`config.mk`:
```
export PLATFORM = sky130hd
export DESIGN_NAME = lfsr_prbs_tx
export DESIGN_NICKNAME = d
export VERILOG_FILES = /design/src/rtl/lfsr_prbs_tx.sv
export SDC_FILE = /design/constraint.sdc
export NUM_CORES = 1
export LEC_CHECK = 0
export ABC_AREA = 1
export CAP_MARGIN = 20
export CORE_MARGIN = 2
export CORE_UTILIZATION = 40
export CTS_CLUSTER_SIZE = 40
export DETAILED_ROUTE_END_ITERATION = 12
export HOLD_SLACK_MARGIN = 0.15
export PLACE_DENSITY = 0.67
export SETUP_SLACK_MARGIN = 0.4
export SYNTH_ARGS = -nofsm -noshare
export SYNTH_HDL_FRONTEND = slang
export SYNTH_SLANG_ARGS = --single-unit
export TNS_END_PERCENT = 50
```
`constraint.sdc`:
```
create_clock -name clk -period 1.92 [get_ports clk]
set_input_delay 0.384 -clock clk [delete_from_list [all_inputs] [get_ports clk]]
set_output_delay 0.384 -clock clk [all_outputs]
set_load 0.02 [all_outputs]
```
`src/rtl/lfsr_prbs_tx.sv`:
```
// PRBS31 (x^31+x^28+1) burst transmitter with valid/ready output and single-beat error injection.
// The LFSR only advances on accepted beats, so the stream is continuous across bursts and stalls.
module lfsr_prbs_tx #(
    parameter int          DATA_WIDTH = 8,
    parameter int          INVERT     = 1,
    parameter logic [30:0] LFSR_INIT  = 31'h7FFFFFFF
) (
    input  logic                  clk,
    input  logic                  rst,
    input  logic                  start,
    input  logic                  stop,
    input  logic [15:0]           burst_len,
    input  logic                  err_inject,
    output logic [DATA_WIDTH-1:0] m_data,
    output logic                  m_valid,
    input  logic                  m_ready,
    output logic                  busy,
    output logic                  done,
    output logic [15:0]           beat_count
);

    typedef enum logic [1:0] {
        IDLE = 2'd0,
        RUN  = 2'd1,
        DONE = 2'd2
    } state_t;

    localparam logic [DATA_WIDTH-1:0] INV_MASK = (INVERT != 0) ? {DATA_WIDTH{1'b1}} : '0;

    state_t      state_q, state_d;
    logic [30:0] lfsr_q, lfsr_d;
    logic [15:0] cnt_q, cnt_d;
    logic [15:0] len_q, len_d;
    logic        err_q, err_d;

    logic [30:0]           lfsr_adv;
    logic [DATA_WIDTH-1:0] beat_raw;
    logic                  accept;
    logic                  last_beat;

    // The presented beat is derived from the current LFSR state; lfsr_adv is the
    // state to commit once that beat is accepted. First-generated bit lands in the MSB.
    always_comb begin
        lfsr_adv = lfsr_q;
        beat_raw = '0;
        for (int i = DATA_WIDTH - 1; i >= 0; i--) begin
            beat_raw[i] = lfsr_adv[30] ^ lfsr_adv[27];
            lfsr_adv    = {lfsr_adv[29:0], beat_raw[i]};
        end
    end

    assign accept    = (state_q == RUN) && m_ready;
    assign last_beat = (len_q != 16'd0) && (cnt_q == len_q - 16'd1);

    always_comb begin
        state_d = state_q;
        lfsr_d  = lfsr_q;
        cnt_d   = cnt_q;
        len_d   = len_q;
        // A pending flag ignores further requests and drops when its beat is taken.
        err_d   = err_q ? ~accept : err_inject;
        case (state_q)
            IDLE: begin
                if (start) begin
                    state_d = RUN;
                    cnt_d   = '0;
                    len_d   = burst_len;
                end
            end
            RUN: begin
                if (accept) begin
                    lfsr_d = lfsr_adv;
                    cnt_d  = cnt_q + 16'd1;
                end
                if ((accept && last_beat) || stop) begin
                    state_d = DONE;
                end
            end
            DONE:    state_d = IDLE;
            default: state_d = IDLE;
        endcase
    end

    always_ff @(posedge clk or negedge rst) begin
        if (!rst) begin
            state_q <= IDLE;
            lfsr_q  <= LFSR_INIT;
            cnt_q   <= '0;
            len_q   <= '0;
            err_q   <= 1'b0;
        end else begin
            state_q <= state_d;
            lfsr_q  <= lfsr_d;
            cnt_q   <= cnt_d;
            len_q   <= len_d;
            err_q   <= err_d;
        end
    end

    assign m_valid    = (state_q == RUN);
    assign busy       = (state_q == RUN);
    assign done       = (state_q == DONE);
    assign beat_count = cnt_q;
    assign m_data     = m_valid ? (beat_raw ^ INV_MASK ^ DATA_WIDTH'(err_q)) : '0;

endmodule

```
==> results.cfg, run 1 <==
[floorplan]
ioPinCount = 49
die_x_um = 98.85
dieHeight_um = 98.85
num_rows = 34
fp.dieArea_um2 = 9770
core_area_um2 = 8721
initial_core_util = 0.4126

[cts]
numCtsBuffers = 9
cts_num_sinks = 66
clockBufferDepth = 2
clk_pin_slew_ns = 0.08
tritoncts = yes
clock_latency_ns = 0.35
root_buffer = clkbuf_8
htreeDepth = 3

[sta]
rsz0062_at_grt = true
fin_hold_ws_ns = 0.4642
fmax_mhz = 562.7
post-route-period-util = 0.9256
fin_setup_tns_ns = 0
hold_viol = 0
min_period_ns = 1.777
setup_viol = 0
slew_violations = 0
skew_ns = 0.008911
worstMarginPinSlew_ns = 0.3683
relSlewSlack = 0.7526

[yosys]
synthCells = 464
synth_cell_types = 33
synth_top_area_cell = dfrtp_1
yosysMostFrequentCell = nand2_1
ys_ff_latch = 66
ys_top_cells_by_count = nand2_1, inv_1, o21ai_0, dfrtp_1, dfstp_2
avgSynthCellArea_um2 = 7.755
ys_seq_area_frac = 0.4697
yosys_warnings = 0
ys_top_cells_by_area = dfrtp_1, dfstp_2, nand2_1, o21ai_0, inv_1
synth_top_area_frac = 0.2434
synthesis.area_um2 = 3598
ys.flop_type = dfrtp_1
async_flop_share = 1.000
synth_nets = 489
synth_edf_count = 0

[grt]
grt_pass1_vias = 3207
grtUsageTotal = 0.1951
grt_max_degree = 67
grt_first_pass_wirelength_um = 15170
grt_antenna_before_repair = 0
grt_overflow = 0

[final_layout]
final_cells = 665
fillerInstances = 822
multi_input_comb_area_um2 = 1765
syn2layout_area_growth_pct = 33.14
ff_latch_area_um2 = 1703
utilization = 0.5494
n_antenna_cell = 0
drive_gt1_frac = 0.3016
nets = 577

[critical_path]
path_class = reg2out
end_kind = output pin
crit_path_max_fanout = 2
worst_ep_arrival_time_ns = 1.39
required_ns = 1.54
start_kind = flip-flop

[power]
peakVddDrop_mv = 0.7767
p_per_area_nw_per_um2 = 1346
p_leak_nw = 2.188

[place]
place_congestion = 0.8624
dpl.hpwl_um = 6101
io_buffers = 48
placed_cells = 623

[route]
routedWlPerCell_um = 13.40
firstDrtPassIters = 4
ant_nets = 0
routed_wl_um = 8913
drtIter0Drc = 142
num_vias = 3242
remaining_drc_errors = 0
viasPerCell = 4.875

[min_path]
hold_class = reg2reg

[run]
maxCapViolCount = 0

[outcome]
status = completed
==> report_power, final <==
part	internal, mW	switching, mW
combinational	1.31	1.57
sequential	2.03	0.458
clock	0.476	0.601
total	3.82	2.63
==> per-layer routing <==
layer  vias up  GRT usage  routed length [um]
met5         -          0                   0
met4         0    0.06428                 142
met3        12    0.04681                 344
met2        54     0.3233                4427
met1      1558     0.2514                3999
li1       1618          -                   -
==> cell usage in the layout, fill, tap and decap left out, types with 4 or more instances in the layout <==
master and instances:
xnor2_1 5, nand2_1 156, nand3b_1 6, nor2_1 26, clkdlybuf4s50_1 20, clkdlybuf4s15_1 7, nand3_1 14, inv_1 47
o21ai_0 44, a21oi_1 11, inv_2 7, xor2_2 8, buf_2 6, nor3_1 4, nand2_2 7, dfrtp_1 25
dfstp_2 31, xor2_1 6, nor2_4 9, clkbuf_8 9, clkdlybuf4s15_2 6, nor2_2 10, buf_4 38, o21ai_1 4
dfrtp_2 10, buf_6 5
==> sequential cells by signal, summed over array words and instances, names as in the netlist <==
signal / flops
err_q: 1
beat_count: 16
len_q: 16
state_q: 2
lfsr_q: 31
==> worst max-delay path: stages, from the launching register on <==
cell and delay (ns):
dfstp_2 0.56, buf_6 0.12, xor2_2 0.15, nor2_1 0.06, buf_4 0.15
==> logic make-up after synthesis <==
| group | Yosys count | synth area share |
|---|---|---|
| compound gates | 67 | 0.09771 |
| fa+ha+maj | 3 | 0.01043 |
| buf+inv | 68 | 0.07337 |
| flops | 66 | 0.4697 |
| xor+xnor | 20 | 0.04868 |
| simple gates | 240 | 0.3001 |
==> per-stage QoR <==
stage	total power [mW]	worst slack (ns)	instance area (um2)
floorplan	4.042	0.3653	3620
global placement	4.881	0.06655	4317
detailed placement	4.918	0.008247	4317
CTS	6.345	0.1378	4671
global route	6.955	0.07295	4791
finish	6.450	0.1429	4791
==> layout make-up <==
| cell class | count | share of cell area |
|---|---|---|
| Multi-Input combinational cell | 330 | 0.3685 |
| Clock inverter | 7 | 0.01045 |
| Timing Repair Buffer | 89 | 0.1671 |
| Tap cell | 108 | 0.02821 |
| Sequential cell | 66 | 0.3554 |
| Clock buffer | 9 | 0.02586 |
| Inverter | 56 | 0.04440 |
==> final timing paths <==
kind                       startpoint        endpoint  slack, ns  cells past startpoint
max                        lfsr_q[23]       m_data[3]       0.14                      4
min reg2reg                lfsr_q[16]      lfsr_q[16]       0.46                      2
max reg2reg                state_q[1]  beat_count[13]       0.15                     11
min in group asynchronous         rst      state_q[1]       0.57                      3
max in group asynchronous         rst        len_q[6]       1.02                      3
min                        lfsr_q[16]      lfsr_q[16]       0.46                      2
==> repair_timing <==
action	4_1_cts	5_1_grt
setup endpoints to repair	66	50
resized for setup	114	7
setup buffers	13	12
hold endpoints to repair	35	0
gates cloned	0	0
hold buffers	1	0
pin swaps	12	15
Note: power is estimated with default switching activity, not from simulation.
==> run 2, diff against run 1 <==
--- a/config.mk
+++ b/config.mk
@@ -8,11 +8,10 @@
 export ABC_AREA = 1
 export CAP_MARGIN = 20
 export CORE_MARGIN = 2
-export CORE_UTILIZATION = 40
-export CTS_CLUSTER_SIZE = 40
+export CORE_UTILIZATION = 35
 export DETAILED_ROUTE_END_ITERATION = 12
 export HOLD_SLACK_MARGIN = 0.15
-export PLACE_DENSITY = 0.67
+export PLACE_DENSITY = 0.61
 export SETUP_SLACK_MARGIN = 0.4
 export SYNTH_ARGS = -nofsm -noshare
 export SYNTH_HDL_FRONTEND = slang
==> results.cfg, run 2 (same netlist as run 1, synthesis figures left out) <==
[critical_path]
crit_path_max_fanout = 2
worst_ep_arrival_time_ns = 1.46
end_kind = output pin
required_ns = 1.54
cp_slowest_cell = dfstp_2
cp_top_family = flip-flops
path_cells = xnor2_2, buf_4, a21oi_4, buf_6
path_class = reg2out
start_kind = flip-flop
path_buf_inv = 2
max_stage_delay_ns = 0.56

[place]
dpl.hpwl_um = 6182
io_buffers = 48
placed_cells = 650
place_congestion = 0.8780

[sta]
rsz0062_at_grt = true
worstMarginPinSlew_ns = 0.4044
relSlewSlack = 0.7304
min_period_ns = 1.846
setup_viol = 0
fmax_mhz = 541.7
post-route-period-util = 0.9615
skew_ns = 0.01041
hold_viol = 0
slew_violations = 0

[route]
wl_met3_um = 369
highest_layer = met4
wl_met2_um = 5246
drtIter0Drc = 107
routed_wl_um = 10250
routedWlPerCell_um = 14.65
remaining_drc_errors = 0
viasPerCell = 4.761
num_vias = 3333
ant_nets = 0
met1Wirelength_um = 4379
firstDrtPassIters = 4

[grt]
grt_antenna_before_repair = 0
grt_pass1_vias = 3260
grt_first_pass_wirelength_um = 15700
grt_max_degree = 32
grt_overflow = 0
grtUsageTotal = 0.1800

[run]
maxCapViolCount = 0

[final_layout]
multi_input_comb_area_um2 = 1947
syn2layout_area_growth_pct = 45.51
utilization = 0.5165
layout.cells.most_common = nand2_1
largest_reg_flops = 31
top_register = lfsr_q
drive_gt1_frac = 0.3972
n_antenna_cell = 0
final_cells = 700
nets = 584
mostFrequentLayoutCells = nand2_1, inv_1, dfstp_2
ff_latch_area_um2 = 1700
fillerInstances = 912

[floorplan]
dieHeight_um = 105.4
ioPinCount = 49
initial_core_util = 0.3549
core_area_um2 = 10140
fp.dieArea_um2 = 11110
die_x_um = 105.4
num_rows = 37

[power]
seqPwrFrac = 0.367
switchingPower_mw = 2.883
p_per_area_nw_per_um2 = 1329
internal_power_mw = 4.078
swShare = 0.4142
p_leak_nw = 2.374
p_comb_frac = 0.468
peakVddDrop_mv = 0.7720
pwr-share-clk = 0.165

[cts]
htreeDepth = 3
cts_num_sinks = 66
root_buffer = clkbuf_8
clock_latency_ns = 0.37
tritoncts = yes
clockBufferDepth = 2
clk_pin_slew_ns = 0.08
numCtsBuffers = 9

[min_path]
hold_class = in2async

[outcome]
status = completed
==> run 2: changes by cell type in the layout (fill, tap and decap cells not counted), moves of 5 or more <==
cell,delta
o21ai_0,-18
nand2_2,+15
clkbuf_16,+5
nand2_1,-22
buf_4,-9
nand2_4,+7
o21ai_2,+19
buf_6,+8
==> run 2: power groups by stage <==
stage | Sequential (mW) | Combinational, mW | Clock [mW]
finish | 2.55 | 3.26 | 1.15
CTS | 2.49 | 2.76 | 1.17
global placement | 2.45 | 2.39 | 0
global route | 2.62 | 3.58 | 1.24
detailed placement | 2.46 | 2.42 | 0
floorplan | 2.39 | 1.66 | 0
==> run 2: repair_timing <==
item / 4_1_cts / 5_1_grt
resized for setup: 125 / 92
cloned: 2 / 4
hold buffers: 1 / 0
hold endpoints to repair: 11 / 0
pin swaps: 11 / 18
endpoints found under the setup margin: 58 / 71
buffers inserted: 15 / 12
==> run 2: cell type report <==
class / instances / share of cell area
clock buffer: 11 / 0.02915
clock inverter: 5 / 0.006452
inverter: 56 / 0.04205
multi-input combinational: 330 / 0.3718
sequential: 66 / 0.3247
tap: 136 / 0.03250
timing repair buffer: 96 / 0.1933
==> run 2: final timing paths <==
kind / from / end / slack [ns] / cells after the start
max: lfsr_q[23] / m_data[0] / 0.07 / 4
min: rst / state_q[1] / 0.42 / 2
max reg2reg: state_q[1] / lfsr_q[8] / 0.12 / 13
min reg2reg: lfsr_q[15] / lfsr_q[15] / 0.48 / 2
max in group asynchronous: rst / lfsr_q[25] / 0.77 / 3
min in group clk: lfsr_q[15] / lfsr_q[15] / 0.48 / 2
==> run 2: metrics by stage <==
step | setup TNS [ns] | total power [mW] | setup slack [ns] | cell area, um2 | hold WS [ns]
final | 0 | 6.961 | 0.07391 | 5236 | 0.4233
after detailed placement | -0.3935 | 4.885 | -0.05413 | 4332 | 0.2815
after global placement | -0.05008 | 4.845 | -0.04128 | 4332 | 0.2783
after CTS | 0 | 6.415 | 0.06899 | 4787 | 0.4152
after floorplan | 0 | 4.042 | 0.3653 | 3620 | 0.08841
after global routing | 0 | 7.446 | 0.01526 | 5236 | 0.4444
==> run 2: per-layer routing <==
layer  track usage  up-vias
met5             0        -
met1        0.2235     1611
met3       0.05195       25
met2        0.3005       56
met4       0.05905        0
li1              -     1641
==> run 3, diff against run 2 <==
--- a/config.mk
+++ b/config.mk
@@ -7,12 +7,15 @@
 export LEC_CHECK = 0
 export ABC_AREA = 1
 export CAP_MARGIN = 20
+export CELL_PAD_IN_SITES_DETAIL_PLACEMENT = 1
+export CELL_PAD_IN_SITES_GLOBAL_PLACEMENT = 2
 export CORE_MARGIN = 2
-export CORE_UTILIZATION = 35
+export CORE_UTILIZATION = 32
 export DETAILED_ROUTE_END_ITERATION = 12
 export HOLD_SLACK_MARGIN = 0.15
-export PLACE_DENSITY = 0.61
+export PLACE_DENSITY = 0.86
 export SETUP_SLACK_MARGIN = 0.4
+export SKIP_LAST_GASP = 1
 export SYNTH_ARGS = -nofsm -noshare
 export SYNTH_HDL_FRONTEND = slang
 export SYNTH_SLANG_ARGS = --single-unit
==> results.cfg, run 3 (same netlist as run 1, synthesis figures left out) <==
[floorplan]
initial_core_util = 0.3305
dieHeight_um = 110.0
die_x_um = 110.0
core_area_um2 = 10890
num_rows = 38
ioPinCount = 49
fp.dieArea_um2 = 12110

[cts]
tritoncts = yes
cts_num_sinks = 66
htreeDepth = 3
clock_latency_ns = 0.35
numCtsBuffers = 9
clockBufferDepth = 2
root_buffer = clkbuf_8
clk_pin_slew_ns = 0.08

[route]
num_vias = 3320
ant_nets = 0
routed_wl_um = 11000
routedWlPerCell_um = 15.68
drtIter0Drc = 122
firstDrtPassIters = 4
remaining_drc_errors = 0
viasPerCell = 4.729

[critical_path]
crit_end = beat_count[15]
worst_ep_arrival_time_ns = 2.13
start_kind = flip-flop
r2r-start = state_q[1]
path_class = reg2reg
required_ns = 2.16
reg2reg_to = beat_count[15]
cp_slowest_cell = dfrtp_1
max_stage_delay_ns = 0.41
crit_path_max_fanout = 8
setup.worst_path.start = state_q[1]
r2r_setup_slack_ns = 0.03
end_kind = flip-flop
reg2reg_depth = 10
worst_path_most_repeated_cell = nor2_4
path_cells = inv_2, nand2_4, buf_12, nor2_4, nor2_4, nor3_4, buf_4, nand3_2, o21ai_0, a21oi_1

[sta]
skew_ns = 0.006679
setup_viol = 0
worstMarginPinSlew_ns = 0.3890
setup_ws_ns = 0.02653
rsz0062_at_grt = true
fin_hold_ws_ns = 0.4642
fin_setup_tns_ns = 0
min_period_ns = 1.893
post-route-period-util = 0.9862
slew_violations = 0
relSlewSlack = 0.7407
fmax_mhz = 528.1
hold_viol = 0

[power]
p_total_mw = 6.834
p_leak_nw = 2.276
peakVddDrop_mv = 0.7657
p_per_area_nw_per_um2 = 1335

[grt]
grt_pass1_vias = 3413
grt_max_degree = 67
grtUsageTotal = 0.1889
grt_overflow = 0
grt_first_pass_wirelength_um = 17230
grt_antenna_before_repair = 0

[final_layout]
n_antenna_cell = 0
drive_gt1_frac = 0.3808
final_cells = 702
top_register = lfsr_q
final_area_um2 = 5120
utilization = 0.4702
largest_reg_flops = 31
syn2layout_area_growth_pct = 42.28
nets = 582
layout.cells.most_common = nand2_1
mostFrequentLayoutCells = nand2_1, inv_1, buf_4

[place]
place_congestion = 0.7794
postPlaceCellArea_um2 = 4357
dpl.hpwl_um = 7191
dp_slack_ns = -0.02855
io_buffers = 48
placed_cells = 655

[outcome]
status = completed

[min_path]
hold_class = reg2reg

[run]
maxCapViolCount = 0
==> run 3: cell count changes in the layout (fill, tap and decap cells not counted), moves of 6 or more <==
cell	before	now
nand2_1	134	151
nand2_2	22	10
buf_4	29	39
o21ai_2	19	9
dfrtp_1	27	19
dfrtp_2	8	16
nor2_4	7	13
==> run 3: worst min path at each step <==
| stage | from | to | cells after the start |
|---|---|---|---|
| floorplan | rst | beat_count[0] | 0 |
| global placement | rst | err_q | 2 |
| detailed placement | rst | err_q | 2 |
| CTS | lfsr_q[0] | lfsr_q[8] | 2 |
| global route | lfsr_q[8] | lfsr_q[16] | 2 |
| finish | lfsr_q[8] | lfsr_q[8] | 2 |
==> run 3: what timing repair did <==
action,4_1_cts,5_1_grt
endpoints found under the hold margin,35,0
pin swaps,10,21
endpoints found under the setup margin,60,64
hold buffers,1,0
buffers inserted,11,19
cloned,0,0
gates resized for setup,129,70
==> run 3: area by class of cell <==
cell class                      instances  area (um2)
Clock buffer                           10       127.6
Clock inverter                          6       66.31
Fill cell                            1302        5768
Inverter                               56       222.7
Multi-Input combinational cell        330        1927
Sequential cell                        66        1710
Tap cell                              140       175.2
Timing Repair Buffer                   94       890.9
==> run 3: routing by layer <==
layer	vias up	wire length (um)	global-route usage	share of wire
li1	1628	-	-	-
met1	1650	4720	0.2322	0.43
met2	33	5892	0.3330	0.54
met3	9	263	0.03821	0.024
met4	0	127	0.05606	0.012
met5	-	0	0	0
==> run 3: power by group <==
group / internal [mW] / switching, mW
clock network: 0.602 / 0.604
registers: 2.04 / 0.502
logic: 1.37 / 1.72
==> run 3: critical path, delay by kind of cell (launching register included) <==
family | cells | cell delay (ns)
buf+inv | 3 | 0.42
compound gates | 2 | 0.26
flops | 1 | 0.41
simple gates | 5 | 0.68
==> RTL edit 1 (settings of run 3) <==
Put one more register stage on the output `beat_count`. The value now appears one clock later. The other outputs are not delayed to match.
--- a/src/rtl/lfsr_prbs_tx.sv
+++ b/src/rtl/lfsr_prbs_tx.sv
@@ -102,3 +102,5 @@
     assign done       = (state_q == DONE);
-    assign beat_count = cnt_q;
+    always_ff @(posedge clk) begin
+        beat_count <= cnt_q;
+    end
     assign m_data     = m_valid ? (beat_raw ^ INV_MASK ^ DATA_WIDTH'(err_q)) : '0;
Behaviour: not the same (Yosys sat finds a counterexample within 4 cycles, from zero or initial values and one cycle with rst low).
==> RTL edit 1 against run 3 <==
  * Routed wire length is 3.4% lower
  * Setup slack gained 0.13 ns
  * Final cell count up 2.7%
  * Design area increased by 5.0%
  * Non-clock buffer count decreased by 10
  * Power increased by 24%
  * Critical path type is now register to primary output
  * Sequential cell count up 16
  * Synthesized area is 8.7% higher
==> RTL edit 1: results (changes against run 3) <==
root buffer cell -> clkbuf_16
Net Sw Power -> 3.324 mW (+18%)
Worst Hold Launch -> cnt_q[15]$_DFFE_PN0P_
pre-CTS setup slack -> -0.05155 ns (-0.02300 ns)
GRT met1 Usage -> 20.03% (-3.2 points)
top cells by count, synth -> 175 x nand2_1, 43 x nor2_1, 41 x inv_1
hold path cells -> 0 (-2)
cell family with most CP delay -> flip-flops
DR WL met2 -> 5500 um (-6.7%)
Post-Syn Nets -> 510 (+4.3%)
Inserted Clock Buffers -> 9 (unchanged)
crit path from -> lfsr_q[20]$_DFFE_PN1P_
WL met1 -> 4532 um (-4.0%)
number of global-route vias before repair -> 3580 (+4.9%)
Seq/Total Area, Yosys -> 51.39% (+4.4 points)
Via density -> 4.724 (-0.11%)
H-tree levels -> 3 (unchanged)
ranking of synthesized cells by area -> dfrtp_1 22%, dfstp_2 21%, nand2_1 17%
clock-pin slew on the worst setup and hold paths -> 0.06 ns (-0.02 ns)
reg-to-reg startpoint -> len_q[1]$_DFFE_PN0P_
Hold EP -> beat_count[15]$_DFF_P_
post-synthesis async set-or-reset flop share -> 80.49% (-20 points)
Clk pwr share -> 22.3% (+4.7 points)
grt met3 use -> 4.923% (+1.1 points)
end of the worst register-to-register path -> state_q[1]$_DFFE_PN0P_
CP max-delay cell -> dfstp_2
nets -> 594 (+2.1%)
combinational cell power -> 3.63 mW (+17%)
outcome -> finished clean
CP endpoint -> m_data[0]
Post-DP HPWL -> 7287 um (+1.3%)
Max-slew headroom -> 74.07% (about the same)
first-pass GRT wire length -> 17530 um (+1.7%)
initial drt markers -> 129 (+5.7%)
r2r worst-path depth -> 12 (+2)
leakage -> 2.581 nW (+13%)
met2 Use GR -> 31.05% (-2.3 points)
gr usage total -> 17.37% (-1.5 points)
CP max FO -> 2 (-6)
Sequential Power Share -> 34.8% (-2.4 points)
Filler cells -> 1420 (+9.1%)
Worst Clk Skew -> 0.009215 ns (+0.002537 ns)
Post-CTS Hold Fix Bufs -> 1 (unchanged)
GPL Wtd Cong -> 0.8192 (+5.1%)
Routed WL per cell -> 14.74 um (-6.0%)
Final min period -> 1.764 ns (-0.1296 ns)
Critical Path AT -> 1.38 ns (-0.75 ns)
post_cts resized -> 90 (-30%)
placement-stage cell area -> 4669 um2 (+7.2%)
WL met3 -> 376 um (+43%)
register-to-register setup slack -> 0.19 ns (+0.16 ns)
Unique masters post-synth -> 34 (+3.0%)
max incr delay on CP -> 0.56 ns (+0.15 ns)
Max VDD drop -> 0.0007831 V (+2.3%)
layout cells sized above 1 -> 27.87% (-10 points)
postcts setup bufs -> 10 (-1)
-- RTL edit 1: per-stage QoR --
step,cells,util [%],hold WS [ns]
after floorplan,485,-,0.08841
final,721,44.94,0.4504
after detailed placement,683,39.04,0.4306
after CTS,710,43.26,0.4519
after global placement,683,39.04,0.4288
after global routing,721,44.94,0.4711
-- RTL edit 1: logic make-up after synthesis --
logic type	after synthesis	synth area share, %
flip-flops	82	51.39
AND/OR/NAND/NOR	262	29.23
AO/OA/AOI/OAI	58	7.835
adder cells (fa/ha/maj)	3	0.9595
buffers and inverters	58	5.661
XOR/XNOR	22	4.925
-- RTL edit 1: final cells by class --
cell class,instances,area [um2],share of cell area [%]
inverter,47,178.9,3.329
clock inverter,4,55.05,1.024
timing repair buffer,84,779.5,14.50
tap,147,183.9,3.422
clock buffer,12,279.0,5.191
multi-input combinational,345,1878,34.94
sequential,82,2021,37.59
==> RTL edit 2 (settings of run 3) <==
Made on the original files. Set the parameter `DATA_WIDTH` to 6 (it was 8).
--- a/src/rtl/lfsr_prbs_tx.sv
+++ b/src/rtl/lfsr_prbs_tx.sv
@@ -3,3 +3,3 @@
 module lfsr_prbs_tx #(
-    parameter int          DATA_WIDTH = 8,
+    parameter int          DATA_WIDTH = 6,
     parameter int          INVERT     = 1,
Interface: changed (resized m_data); port bits go from 49 to 47. No check against the original RTL was run, so the function may have changed too.
==> RTL edit 2 against run 3 <==
  * Power is 2.0% lower
  * Highest routed layer unchanged
  * Global-route usage decreased by 0.19 points
  * Sequential cell count stayed put
  * Setup slack improved by 0.12 ns
  * Via count is 0.72% higher
  * First-iteration DRC count decreased by 33%
  * Design area fell by 4.7%
  * Combinational power fell by 6%
  * Register-to-register slack improved by 0.15 ns
  * Largest cell class unchanged
  * Clock skew shrank 0.0015 ns
  * Routed wire length decreased by 6.5%
  * Synthesized area about the same
==> RTL edit 2: results (changes against run 3) <==
register area -> 1708 um2 (-0.15%)
ranking of synthesized cells by area -> dfrtp_1 24%, dfstp_2 23%, nand2_1 19%
placement-stage cell area -> 4333 um2 (-0.55%)
multi-input combinational area share -> 37.21% (-0.43 points)
worst hold slack -> 0.4650 ns (+0.0008560 ns)
outcome -> finished clean
Routed WL per cell -> 14.61 um (-6.8%)
CP max-delay cell -> dfstp_2
CLK BUF -> 12 (+2)
Non-Filler Instances -> 704 (+0.28%)
Via density -> 4.750 (+0.44%)
layout cells sized above 1 -> 30.50% (-7.6 points)
leakage -> 2.324 nW (+2.1%)
Mapped Cells -> 479 (+3.2%)
Max-slew headroom -> 75.05% (+0.98 points)
Unique masters post-synth -> 32 (-3.0%)
nets -> 584 (+0.34%)
Critical Path AT -> 1.39 ns (-0.74 ns)
Max VDD drop -> 0.0007227 V (-5.6%)
first-pass GRT wire length -> 17200 um (-0.16%)
pre-CTS setup slack -> -0.05406 ns (-0.02551 ns)
top cells by count, synth -> 186 x nand2_1, 47 x nor2_1, 39 x inv_1
Post-DP HPWL -> 7323 um (+1.8%)
CP max FO -> 3 (-5)
max incr delay on CP -> 0.57 ns (+0.16 ns)
GPL Wtd Cong -> 0.7988 (+2.5%)
Post-Syn Nets -> 504 (+3.1%)
RTL edit 2: changes by cell type after synthesis, sizes merged, moves of 2 or more:
cell    delta
xor2       -5
nor2      +11
inv        -5
nand3      +4
clkbuf     -6
a211oi     -2
buf        +5
nand2     +26
o21ai      -9
RTL edit 2: layer usage:
layer  routed length [um]  part of all wire [%]  global-route usage, %
met1                 4441                    43                  21.32
met2                 5352                    52                  34.44
met3                  319                   3.1                  4.233
met4                  172                   1.7                  5.877
met5                    0                     0                      0
RTL edit 2: how the worst max path moves through the flow:
stage	end	from	slack, ns
3_3_place_gp	m_data[0]	lfsr_q[25]$_DFFE_PN1P_	0.03
5_1_grt	state_q[0]$_DFFE_PN0P_	len_q[0]$_DFFE_PN0P_	0.02
3_5_place_dp	beat_count[14]$_DFFE_PN0P_	start	-0.05
6_report	m_data[0]	lfsr_q[25]$_DFFE_PN1P_	0.14
4_1_cts	m_data[0]	lfsr_q[25]$_DFFE_PN1P_	0.11
2_1_floorplan	beat_count[14]$_DFFE_PN0P_	beat_count[1]$_DFFE_PN0P_	0.40
RTL edit 2: where the power goes:
part | switching [mW] | internal (mW)
clock network | 0.601 | 0.665
registers | 0.458 | 2.05
logic | 1.64 | 1.27
total | 2.70 | 3.99
RTL edit 2: worst reg2reg max path, stage by stage (launching register included):
cell and delay [ns]:
dfrtp_1 0.41, inv_2 0.12, ha_4 0.19, nand2_4 0.09, nor2_4 0.14, nand3_1 0.09
nand2_1 0.09, nand2_1 0.05, inv_1 0.05, nand2_1 0.06, nor2_1 0.13, nand2_2 0.10
nand3_2 0.07, nand2_1 0.05
RTL edit 2: repair_timing:
item	CTS	global route
endpoints found under the hold margin	35	0
resized for setup	110	23
hold buffers	1	0
buffers inserted	16	2
pin swaps	18	10
endpoints found under the setup margin	41	52
